**src/rtl/regmem_pkg.sv**
```systemverilog
// ---------------------------------------------------------------------------
// regmem_pkg
// Shared definitions for the RegisterMemory accumulate sequencer:
//   - seq_state_t   : sequencer FSM states
//   - FN_*          : RegisterMemory Select_Fn codes
//   - *_REG         : scratch register addresses (R0 accumulator, R1 operand,
//                     R2 ALU result)
//   - default carry-bit index and scratch-area ceiling
//   - small helpers that classify states as memory reads or writes
// ---------------------------------------------------------------------------
package regmem_pkg;

   // One state per bus cycle of the sequence; IDLE and DONE bracket a run.
   typedef enum logic [3:0] {
      S_IDLE,
      S_LD_RD,
      S_LD_WR,
      S_OP_RD,
      S_OP_WR,
      S_EXEC,
      S_EXEC_WAIT,
      S_RES_RD,
      S_RES_WR,
      S_OUT_RD,
      S_OUT_WR,
      S_DONE
   } seq_state_t;

   // RegisterMemory ALU function codes (R2 <= R0 fn R1).
   localparam logic [1:0] FN_ADD = 2'b00;
   localparam logic [1:0] FN_SUB = 2'b01;
   localparam logic [1:0] FN_AND = 2'b10;
   localparam logic [1:0] FN_OR  = 2'b11;

   // Scratch registers owned by the sequencer while a run is active.
   localparam int ACC_REG  = 0;
   localparam int OPND_REG = 1;
   localparam int RES_REG  = 2;

   localparam int CARRY_BIT_DEF   = 0;
   localparam int SCRATCH_TOP_DEF = 2;

   // States that issue a RegisterMemory read.
   function automatic logic is_read_state(input seq_state_t s);
      return (s == S_LD_RD) || (s == S_OP_RD) || (s == S_RES_RD) || (s == S_OUT_RD);
   endfunction

   // States that issue a RegisterMemory write.
   function automatic logic is_write_state(input seq_state_t s);
      return (s == S_LD_WR) || (s == S_OP_WR) || (s == S_RES_WR) || (s == S_OUT_WR);
   endfunction

endpackage

```
**src/rtl/regmem_port_mux.sv**
```systemverilog
// ---------------------------------------------------------------------------
// regmem_port_mux
// Decodes the sequencer state onto the RegisterMemory port. Purely
// combinational from the registered state, so every rm_* enable falls the
// moment the state register is reset.
// Ports:
//   state        in   current sequencer state
//   idx          in   AW    current operand register address
//   dest         in   AW    latched destination register
//   op           in   2     latched ALU function code
//   rm_data_out  in   DW    read data returned by RegisterMemory
//   rm_address   out  AW    RegisterMemory address (0 when idle)
//   rm_data_in   out  DW    RegisterMemory write data
//   rm_read_en   out  1     read strobe
//   rm_write_en  out  1     write strobe
//   rm_select_fn out  2     ALU function code (only meaningful with rm_fn_en)
//   rm_fn_en     out  1     execute strobe, high only in EXEC
// ---------------------------------------------------------------------------
module regmem_port_mux
   import regmem_pkg::*;
#(
   parameter int DW = 8,
   parameter int AW = 5
) (
   input  seq_state_t     state,
   input  logic [AW-1:0]  idx,
   input  logic [AW-1:0]  dest,
   input  logic [1:0]     op,
   input  logic [DW-1:0]  rm_data_out,
   output logic [AW-1:0]  rm_address,
   output logic [DW-1:0]  rm_data_in,
   output logic           rm_read_en,
   output logic           rm_write_en,
   output logic [1:0]     rm_select_fn,
   output logic           rm_fn_en
);

   localparam logic [AW-1:0] ACC_A  = AW'(ACC_REG);
   localparam logic [AW-1:0] OPND_A = AW'(OPND_REG);
   localparam logic [AW-1:0] RES_A  = AW'(RES_REG);

   // Every write copies the word the previous read returned, so data_in is
   // simply the memory's own read data during write states.
   always_comb begin
      rm_address   = '0;
      rm_data_in   = '0;
      rm_read_en   = is_read_state(state);
      rm_write_en  = is_write_state(state);
      rm_select_fn = FN_ADD;
      rm_fn_en     = 1'b0;
      if (rm_write_en) begin
         rm_data_in = rm_data_out;
      end
      case (state)
         S_LD_RD:  rm_address = idx;
         S_LD_WR:  rm_address = ACC_A;
         S_OP_RD:  rm_address = idx;
         S_OP_WR:  rm_address = OPND_A;
         S_EXEC: begin
            rm_fn_en     = 1'b1;
            rm_select_fn = op;
         end
         S_RES_RD: rm_address = RES_A;
         S_RES_WR: rm_address = ACC_A;
         S_OUT_RD: rm_address = ACC_A;
         S_OUT_WR: rm_address = dest;
         default:  rm_address = '0;
      endcase
   end

endmodule

```
**src/rtl/regmem_accum_sequencer.sv**
```systemverilog
// ---------------------------------------------------------------------------
// regmem_accum_sequencer
// Folds one RegisterMemory ALU operation across registers
// first_addr..last_addr, leaving the result in dest_addr. R0 accumulates,
// R1 holds the operand, R2 receives each ALU result.
// Ports:
//   clk, rst_n            clock (rising edge), async active-low reset
//   start                 one-cycle request, sampled only in IDLE
//   op                    ALU function for the whole run
//   first_addr/last_addr  inclusive operand range
//   dest_addr             destination of the final value
//   busy                  high for the whole run, low in DONE
//   done                  one-cycle pulse at end of run
//   error                 one-cycle pulse when a start is rejected
//   result                final value, held until overwritten by a later run
//   carry_count           saturating count of ALU steps that carried
//   rm_*                  RegisterMemory control/data port
// ---------------------------------------------------------------------------
module regmem_accum_sequencer
   import regmem_pkg::*;
#(
   parameter int DW          = 8,
   parameter int AW          = 5,
   parameter int FW          = 4,
   parameter int CARRY_BIT   = CARRY_BIT_DEF,
   parameter int SCRATCH_TOP = SCRATCH_TOP_DEF
) (
   input  logic           clk,
   input  logic           rst_n,
   input  logic           start,
   input  logic [1:0]     op,
   input  logic [AW-1:0]  first_addr,
   input  logic [AW-1:0]  last_addr,
   input  logic [AW-1:0]  dest_addr,
   output logic           busy,
   output logic           done,
   output logic           error,
   output logic [DW-1:0]  result,
   output logic [7:0]     carry_count,
   output logic [AW-1:0]  rm_address,
   output logic [DW-1:0]  rm_data_in,
   output logic           rm_read_en,
   output logic           rm_write_en,
   output logic [1:0]     rm_select_fn,
   output logic           rm_fn_en,
   input  logic [DW-1:0]  rm_data_out,
   input  logic [FW-1:0]  rm_flag
);

   localparam logic [AW-1:0] SCRATCH_LIM = AW'(SCRATCH_TOP);

   seq_state_t     state;
   logic [AW:0]    idx;
   logic [AW:0]    idx_inc;
   logic [AW:0]    last_ext;
   logic [AW-1:0]  last_q;
   logic [AW-1:0]  dest_q;
   logic [1:0]     op_q;
   logic           start_bad;
   logic           idx_past_end;
   logic           unused_flags;

   // idx carries one spare bit so stepping past register 31 is detectable
   // instead of wrapping back to 0.
   assign idx_inc      = idx + (AW+1)'(1);
   assign last_ext     = {1'b0, last_q};
   assign idx_past_end = idx_inc > last_ext;

   // A start is refused for an empty range or when either the operands or
   // the destination would overlap the scratch registers.
   assign start_bad = (first_addr > last_addr) ||
                      (first_addr <= SCRATCH_LIM) ||
                      (dest_addr <= SCRATCH_LIM);

   // Only the carry bit of the flag vector matters here.
   assign unused_flags = ^rm_flag;

   // Sequencer FSM: each state lasts one cycle. done and error default low
   // every cycle so they can only ever pulse. busy is raised on acceptance
   // and dropped on the way into DONE.
   always_ff @(posedge clk or negedge rst_n) begin
      if (!rst_n) begin
         state       <= S_IDLE;
         idx         <= '0;
         last_q      <= '0;
         dest_q      <= '0;
         op_q        <= FN_ADD;
         busy        <= 1'b0;
         done        <= 1'b0;
         error       <= 1'b0;
         result      <= '0;
         carry_count <= '0;
      end else begin
         done  <= 1'b0;
         error <= 1'b0;
         case (state)
            S_IDLE: begin
               if (start) begin
                  if (start_bad) begin
                     error <= 1'b1;
                  end else begin
                     op_q        <= op;
                     last_q      <= last_addr;
                     dest_q      <= dest_addr;
                     idx         <= {1'b0, first_addr};
                     carry_count <= '0;
                     busy        <= 1'b1;
                     state       <= S_LD_RD;
                  end
               end
            end
            S_LD_RD: state <= S_LD_WR;
            S_LD_WR: begin
               idx   <= idx_inc;
               state <= idx_past_end ? S_OUT_RD : S_OP_RD;
            end
            S_OP_RD: state <= S_OP_WR;
            S_OP_WR: state <= S_EXEC;
            S_EXEC:  state <= S_EXEC_WAIT;
            S_EXEC_WAIT: begin
               if (rm_flag[CARRY_BIT] && (carry_count != 8'hFF)) begin
                  carry_count <= carry_count + 8'd1;
               end
               state <= S_RES_RD;
            end
            S_RES_RD: state <= S_RES_WR;
            S_RES_WR: begin
               idx   <= idx_inc;
               state <= idx_past_end ? S_OUT_RD : S_OP_RD;
            end
            S_OUT_RD: state <= S_OUT_WR;
            S_OUT_WR: begin
               result <= rm_data_out;
               busy   <= 1'b0;
               done   <= 1'b1;
               state  <= S_DONE;
            end
            S_DONE: state <= S_IDLE;
            default: begin
               busy  <= 1'b0;
               state <= S_IDLE;
            end
         endcase
      end
   end

   regmem_port_mux #(
      .DW (DW),
      .AW (AW)
   ) u_port_mux (
      .state        (state),
      .idx          (idx[AW-1:0]),
      .dest         (dest_q),
      .op           (op_q),
      .rm_data_out  (rm_data_out),
      .rm_address   (rm_address),
      .rm_data_in   (rm_data_in),
      .rm_read_en   (rm_read_en),
      .rm_write_en  (rm_write_en),
      .rm_select_fn (rm_select_fn),
      .rm_fn_en     (rm_fn_en)
   );

endmodule

```
**config.mk**
```make
export PLATFORM = sky130hd
export DESIGN_NAME = regmem_accum_sequencer
export DESIGN_NICKNAME = d
export VERILOG_FILES = /design/src/rtl/regmem_pkg.sv /design/src/rtl/regmem_port_mux.sv /design/src/rtl/regmem_accum_sequencer.sv
export SDC_FILE = /design/constraint.sdc
export NUM_CORES = 1
export LEC_CHECK = 0
export ABC_CLOCK_PERIOD_IN_PS = 2560
export BUFFER_PORTS_ARGS = -buffer_cell sky130_fd_sc_hd__buf_4
export CORE_MARGIN = 5
export CORE_UTILIZATION = 34
export DETAILED_ROUTE_END_ITERATION = 10
export SYNTH_ARGS = -nofsm -noshare
export SYNTH_HDL_FRONTEND = slang
export SYNTH_SLANG_ARGS = --single-unit
```
**constraint.sdc**
```tcl
create_clock -name clk -period 2.56 [get_ports clk]
set_input_delay 0.512 -clock clk [delete_from_list [all_inputs] [get_ports clk]]
set_output_delay 0.512 -clock clk [all_outputs]
set_load 0.02 [all_outputs]
```
; ---- Word level (Yosys, flattened, before mapping)
; Cells that the tools add are included.
[op_classes]
add_sub_neg = 2
n_lt_le_gt_ge = 4
n_eq_ne = 15
n_mux = 22
bitwise_logic = 2
n_reduce_logical = 20
[op_table]
columns = cell, n
row1 = 4-bit one-hot mux with 10 select lines, 1
row2 = 8-bit 2-to-1 mux, 4
row3 = 5-bit one-hot mux with 4 select lines, 1
row4 = "4-bit by 3-bit == test with 1-bit output, second input constant", 4
row5 = "4-bit == test, second input constant", 4
row6 = 8-bit one-hot mux with 2 select lines, 1
row7 = 4-bit 2-to-1 mux, 3
row8 = 6-bit 2-to-1 mux, 2
row9 = 6-bit one-hot mux with 2 select lines, 1
row10 = "5-bit by 2-bit <= comparator with 1-bit output, second input constant", 2
row11 = 10-bit OR reduction, 1
row12 = 3-bit AND reduction, 3
row13 = "8-bit by 1-bit adder with 8-bit output, second input constant", 1
row14 = "4-bit by 2-bit == test with 1-bit output, second input constant", 2
row15 = 1-bit logical OR, 8
row16 = "8-bit inequality test, second input constant", 1
row17 = 1-bit 2-to-1 mux, 7
row18 = "6-bit by 1-bit adder with 6-bit output, second input constant", 1
row19 = 6-bit by 5-bit greater-than comparator with 1-bit output, 1
row20 = "2-bit inequality test, second input constant", 3
row21 = 5-bit greater-than comparator, 1
row22 = "4-bit by 1-bit == test with 1-bit output, second input constant", 1
row23 = 4-bit logical NOT, 1
row24 = 4-bit AND reduction, 1
row25 = other kinds (7), 10
[totals]
regBits = 41
in_bits = 32

; ---- Depth between registers and ports, before layout
[depth]
word_depth = 6
depth_mapped = 9
ltp_nobuf = 9

; ---- Hierarchy
; From an unflattened synthesis, not the netlist that was laid out.
[unflattened]
cells_unflattened = 254
area_unflattened_um2 = 2658.8
[modules_own_cells]
columns = mod, instances, cells_each, area_each_um2
row1 = regmem_accum_sequencer, 1, 206, 2284.7
row2 = regmem_port_mux, 1, 48, 374.1

; ---- Worst setup path before layout
; Ideal clock, no wire load.
[synth_path]
path_type = flip-flop to output port
start = register state[1]
end = output port rm_data_in[0]
arrival_ps = 1791
required_ps = 2048
path_slack_ps = 257
path_stages_with_launch = 5
cell_sequence = dfrtp_1 -> buf_4 -> o21a_1 -> nor3_1 -> and2_1
[synth_via]
elab_chain_len = 5
word_cells_on_any_way = 8
cone_classes = eq/ne (4) / mux (1) / reduce/logical (3)
[synth_rtl]
columns = item, line_no
row1 = "start, declared", regmem_accum_sequencer.sv:52  ; seq_state_t state;
row2 = "start signal, assigned", regmem_accum_sequencer.sv:115  ; state <= idx_past_end ? S_OUT_RD : S_OP_RD;
row3 = "start signal, assigned", regmem_accum_sequencer.sv:129  ; state <= idx_past_end ? S_OUT_RD : S_OP_RD;
row4 = 4-bit by 2-bit == test with 1-bit output or 4-bit by 3-bit == test with 1-bit output (tied branches), regmem_pkg.sv:50  ; return (s == S_LD_WR) || (s == S_OP_WR) || (s == S_RES_WR) || (s == S_OUT_WR);
row5 = 1-bit logical OR (2 in series), regmem_pkg.sv:50
row6 = 1-bit logical OR (*), regmem_pkg.sv:50
row7 = named net rm_write_en, regmem_accum_sequencer.sv:43  ; output logic rm_write_en,
row8 = 8-bit 2-to-1 mux (*), regmem_port_mux.sv:51  ; if (rm_write_en) begin
row9 = "end, declared", regmem_accum_sequencer.sv:41  ; output logic [DW-1:0] rm_data_in,
; The timed path passes the listed nets; every way through them passes the cells marked *.

; ---- Worst setup path after layout
[layout_path]
start = register state[1]
end = output port rm_data_in[5]
[layout_via]
elab_chain_len = 5
word_cells_on_any_way = 8
cone_classes = eq/ne (4) / mux (1) / reduce/logical (3)
[layout_rtl]
columns = item, line_no
row1 = 4-bit by 2-bit == test with 1-bit output or 4-bit by 3-bit == test with 1-bit output (tied branches), regmem_pkg.sv:50
row2 = 1-bit logical OR (2 in series), regmem_pkg.sv:50
row3 = 1-bit logical OR (*), regmem_pkg.sv:50
row4 = 8-bit 2-to-1 mux (*), regmem_port_mux.sv:51
; Every way passes the cells marked *; elsewhere a longest branch is shown, timed or not.

==> flow_summary.yaml <==
outcome:
  outcome: "finished clean"
cts:
  cts_buffers: 5
  clock_tree.root_cell: "clkbuf_8"
  clkTransAtPathRegs_ns: 0.08
  cts_tree: "yes"
  cts_hold_buf: 0
  htreeDepth: 2
  clk_latency_ns: 0.29
  cts_buffer_depth: 2
  cts.sinks: 41
synth:
  synth_nets: 285
  ys_seq_area_share_pct: 42.4
  yosys_most_used_dff: "dfrtp_1"
  ys_async_sr_fraction_pct: 100
  yosys.area.top_type: "dfrtp_1"
  syn-cell-area_mm2: 0.00242
  synth-seq-cells: 41
  synth.distinct_cells: 48
  synth_area_leaders: "dfrtp_1 42%, mux2_2 8.4%, ha_1 6.2%, nor2_1 3.4%, nand2_1 3.1%"
  yosysMostFrequentCell: "dfrtp_1"
  synthCells: 241
  avgSynthCellArea_um2: 10.1
  yosys_warnings: 0
  synth_top_area_share_pct: 42.4
  synth_edf_count: 0
  synth_common_cells: "41 x dfrtp_1, 22 x nor2_1, 20 x nand2_1"
routing:
  ant_nets: 0
  routed_wl_um: 5670
  routed_via_density: 4.82
  drt-wirelength-per-cell_um: 14.0
  vias: 1955
  drcViolationCount: 0
  drt_iter0_markers: 53
  first_pass_iters: 4
grt:
  grt_max_degree: 42
  grt_first_pass_wirelength_um: 9040
  grt_pass1_vias: 1869
  overflow: 0
  antenna_found_initial: 0
  grt_usage_pct: 12.8
power:
  sw_frac_of_total_pct: 27.1
  leakage_nw: 1.54
  pwr-share-seq_pct: 53.2
  p_int_mw: 0.938
  power_mw: 1.29
  pwr_density_cell_mw_per_mm2: 415
  irDropWorstVdd_v: 0.000230
  switching_power_mw: 0.348
  clockPowerShare_pct: 33.4
  share_comb_of_total_power_pct: 13.3
timing:
  report.final.slew_viol_count: 0
  finalSetupViolCount: 0
  period_needed_ns: 2.41
  slew_headroom_pct: 63.3
  worstMarginPinSlew_ns: 0.548
  finClkSkew_ns: 0.00657
  fin_tns_setup_ns: 0
  worst_slack_ns: 0.151
  hold_violations: 0
  fin_crit_sh_pct: 94.1
  rsz0062_at_grt: "no"
  holdWs_ns: 0.188
  fmax_mhz: 415
layout:
  syn_to_final_growth_pct: 27.9
  diodes: 0
  fin_cells: 406
  nets: 353
  drive_gt1_share_pct: 36.5
  fin_area_mm2: 0.00310
  final_util_pct: 45.1
critical_path:
  slowest_stage: "dfrtp_1"
  crit_chain: "o21a_1, nor3_2, and2_1, buf_4"
  cp.arrival_ns: 1.90
  path_buf_inv: 1
  reg2reg_depth: 8
  critPathMaxStageDelay_ns: 0.55
  critical_path.max_fanout: 12
  crit_type: "flop to output pin"
  startpoint_type: "flop"
  crit_required_ns: 2.05
  critPathTopFamily: "simple AND/OR/NAND/NOR gates"
  critPathCaptureType: "output pin"
  cp.depth: 4
flow_run:
  maxCapViolations: 0
die:
  dieArea_mm2: 0.00891
  chipHeight_um: 94.4
  core_mm2: 0.00687
  initial_core_util_pct: 35.3
  rows: 30
  fp.dieW_um: 94.4
  io_pins: 69
placed_design:
  dp_hpwl_um: 4260
  gp_congestion: 0.780
  post-place-ws_ns: 0.135
  io_buffers: 65
  place_inst: 398
  place_area_mm2: 0.00301
hold_path:
  hold_path.class: "input port to asynchronous set/reset pin"
[path summary, 6_finish.rpt]
path                                 end  slack [ns]    startpoint
setup / recovery           rm_data_in[5]        0.15      state[1]
hold reg to reg                     busy        0.49          busy
max in group asynchronous         idx[2]        2.00         rst_n
hold / removal                  state[2]        0.19         rst_n
setup reg to reg                state[3]        0.26        idx[0]
min in group clk               last_q[1]        0.43  last_addr[1]
[per-layer routing]
| layer | vias to the layer above | track usage (%) | wire length (um) |
|---|---|---|---|
| li1 | 984 | - | - |
| met1 | 932 | 17.1 | 2600 |
| met2 | 31 | 21.1 | 2820 |
| met3 | 8 | 2.55 | 175 |
| met4 | 0 | 3.61 | 63 |
| met5 | - | 0 | 0 |
[area by class of cell]
| class | count | area, um2 |
|---|---|---|
| Fill cell | 692 | 3770 |
| Multi-Input combinational cell | 176 | 1270 |
| Sequential cell | 41 | 1030 |
| Timing Repair Buffer | 73 | 548 |
| Tap cell | 96 | 120 |
| Inverter | 12 | 45.0 |
| Clock inverter | 2 | 15.0 |
| Clock buffer | 6 | 72.6 |
[power by group through the flow]
| stage | Sequential [mW] | Combinational, mW | Clock, mW |
|---|---|---|---|
| after global routing | 0.687 | 0.191 | 0.476 |
| after CTS | 0.684 | 0.176 | 0.443 |
| final | 0.684 | 0.172 | 0.430 |
| after floorplan | 0.711 | 0.0602 | 0 |
| after detailed placement | 0.696 | 0.175 | 0 |
| after global placement | 0.697 | 0.172 | 0 |
[state kept, by name (all words and copies together) (netlist names)]
signal	flops
error	1
result	8
carry_count	8
dest_q	5
idx	6
state	4
busy	1
last_q	5
done	1
op_q	2
[cell usage in the layout, fill, tap and decap left out, drive strengths merged, types with 2 or more instances in the layout]
master,instances
buf,73
dfrtp,41
nor2,23
nand2,20
mux2,18
inv,12
ha,12
o21ai,12
nor3,10
and2,9
a21oi,8
and3,8
xor2,6
clkbuf,6
nand3,5
xnor2,5
nor3b,4
or3,4
nor2b,3
a22o,3
mux2i,3
a2111oi,3
a211oi,3
a21o,2
clkinvlp,2
or2,2
[cell families after synthesis]
family	Yosys count	share of synthesized area [%]
XOR/XNOR	11	3.98
multiplexers	21	9.61
AO/OA/AOI/OAI	39	11.0
flip-flops	41	42.4
buffers and inverters	24	5.63
adder cells (fa/ha/maj)	12	6.20
AND/OR/NAND/NOR	93	21.3
[repair_timing]
| action | 4_1_cts | 5_1_grt |
|---|---|---|
| gates resized for setup | 1 | 0 |
| setup buffers | 0 | 0 |
| setup endpoints to repair | 9 | 0 |
(Power assumes the default switching activity.)
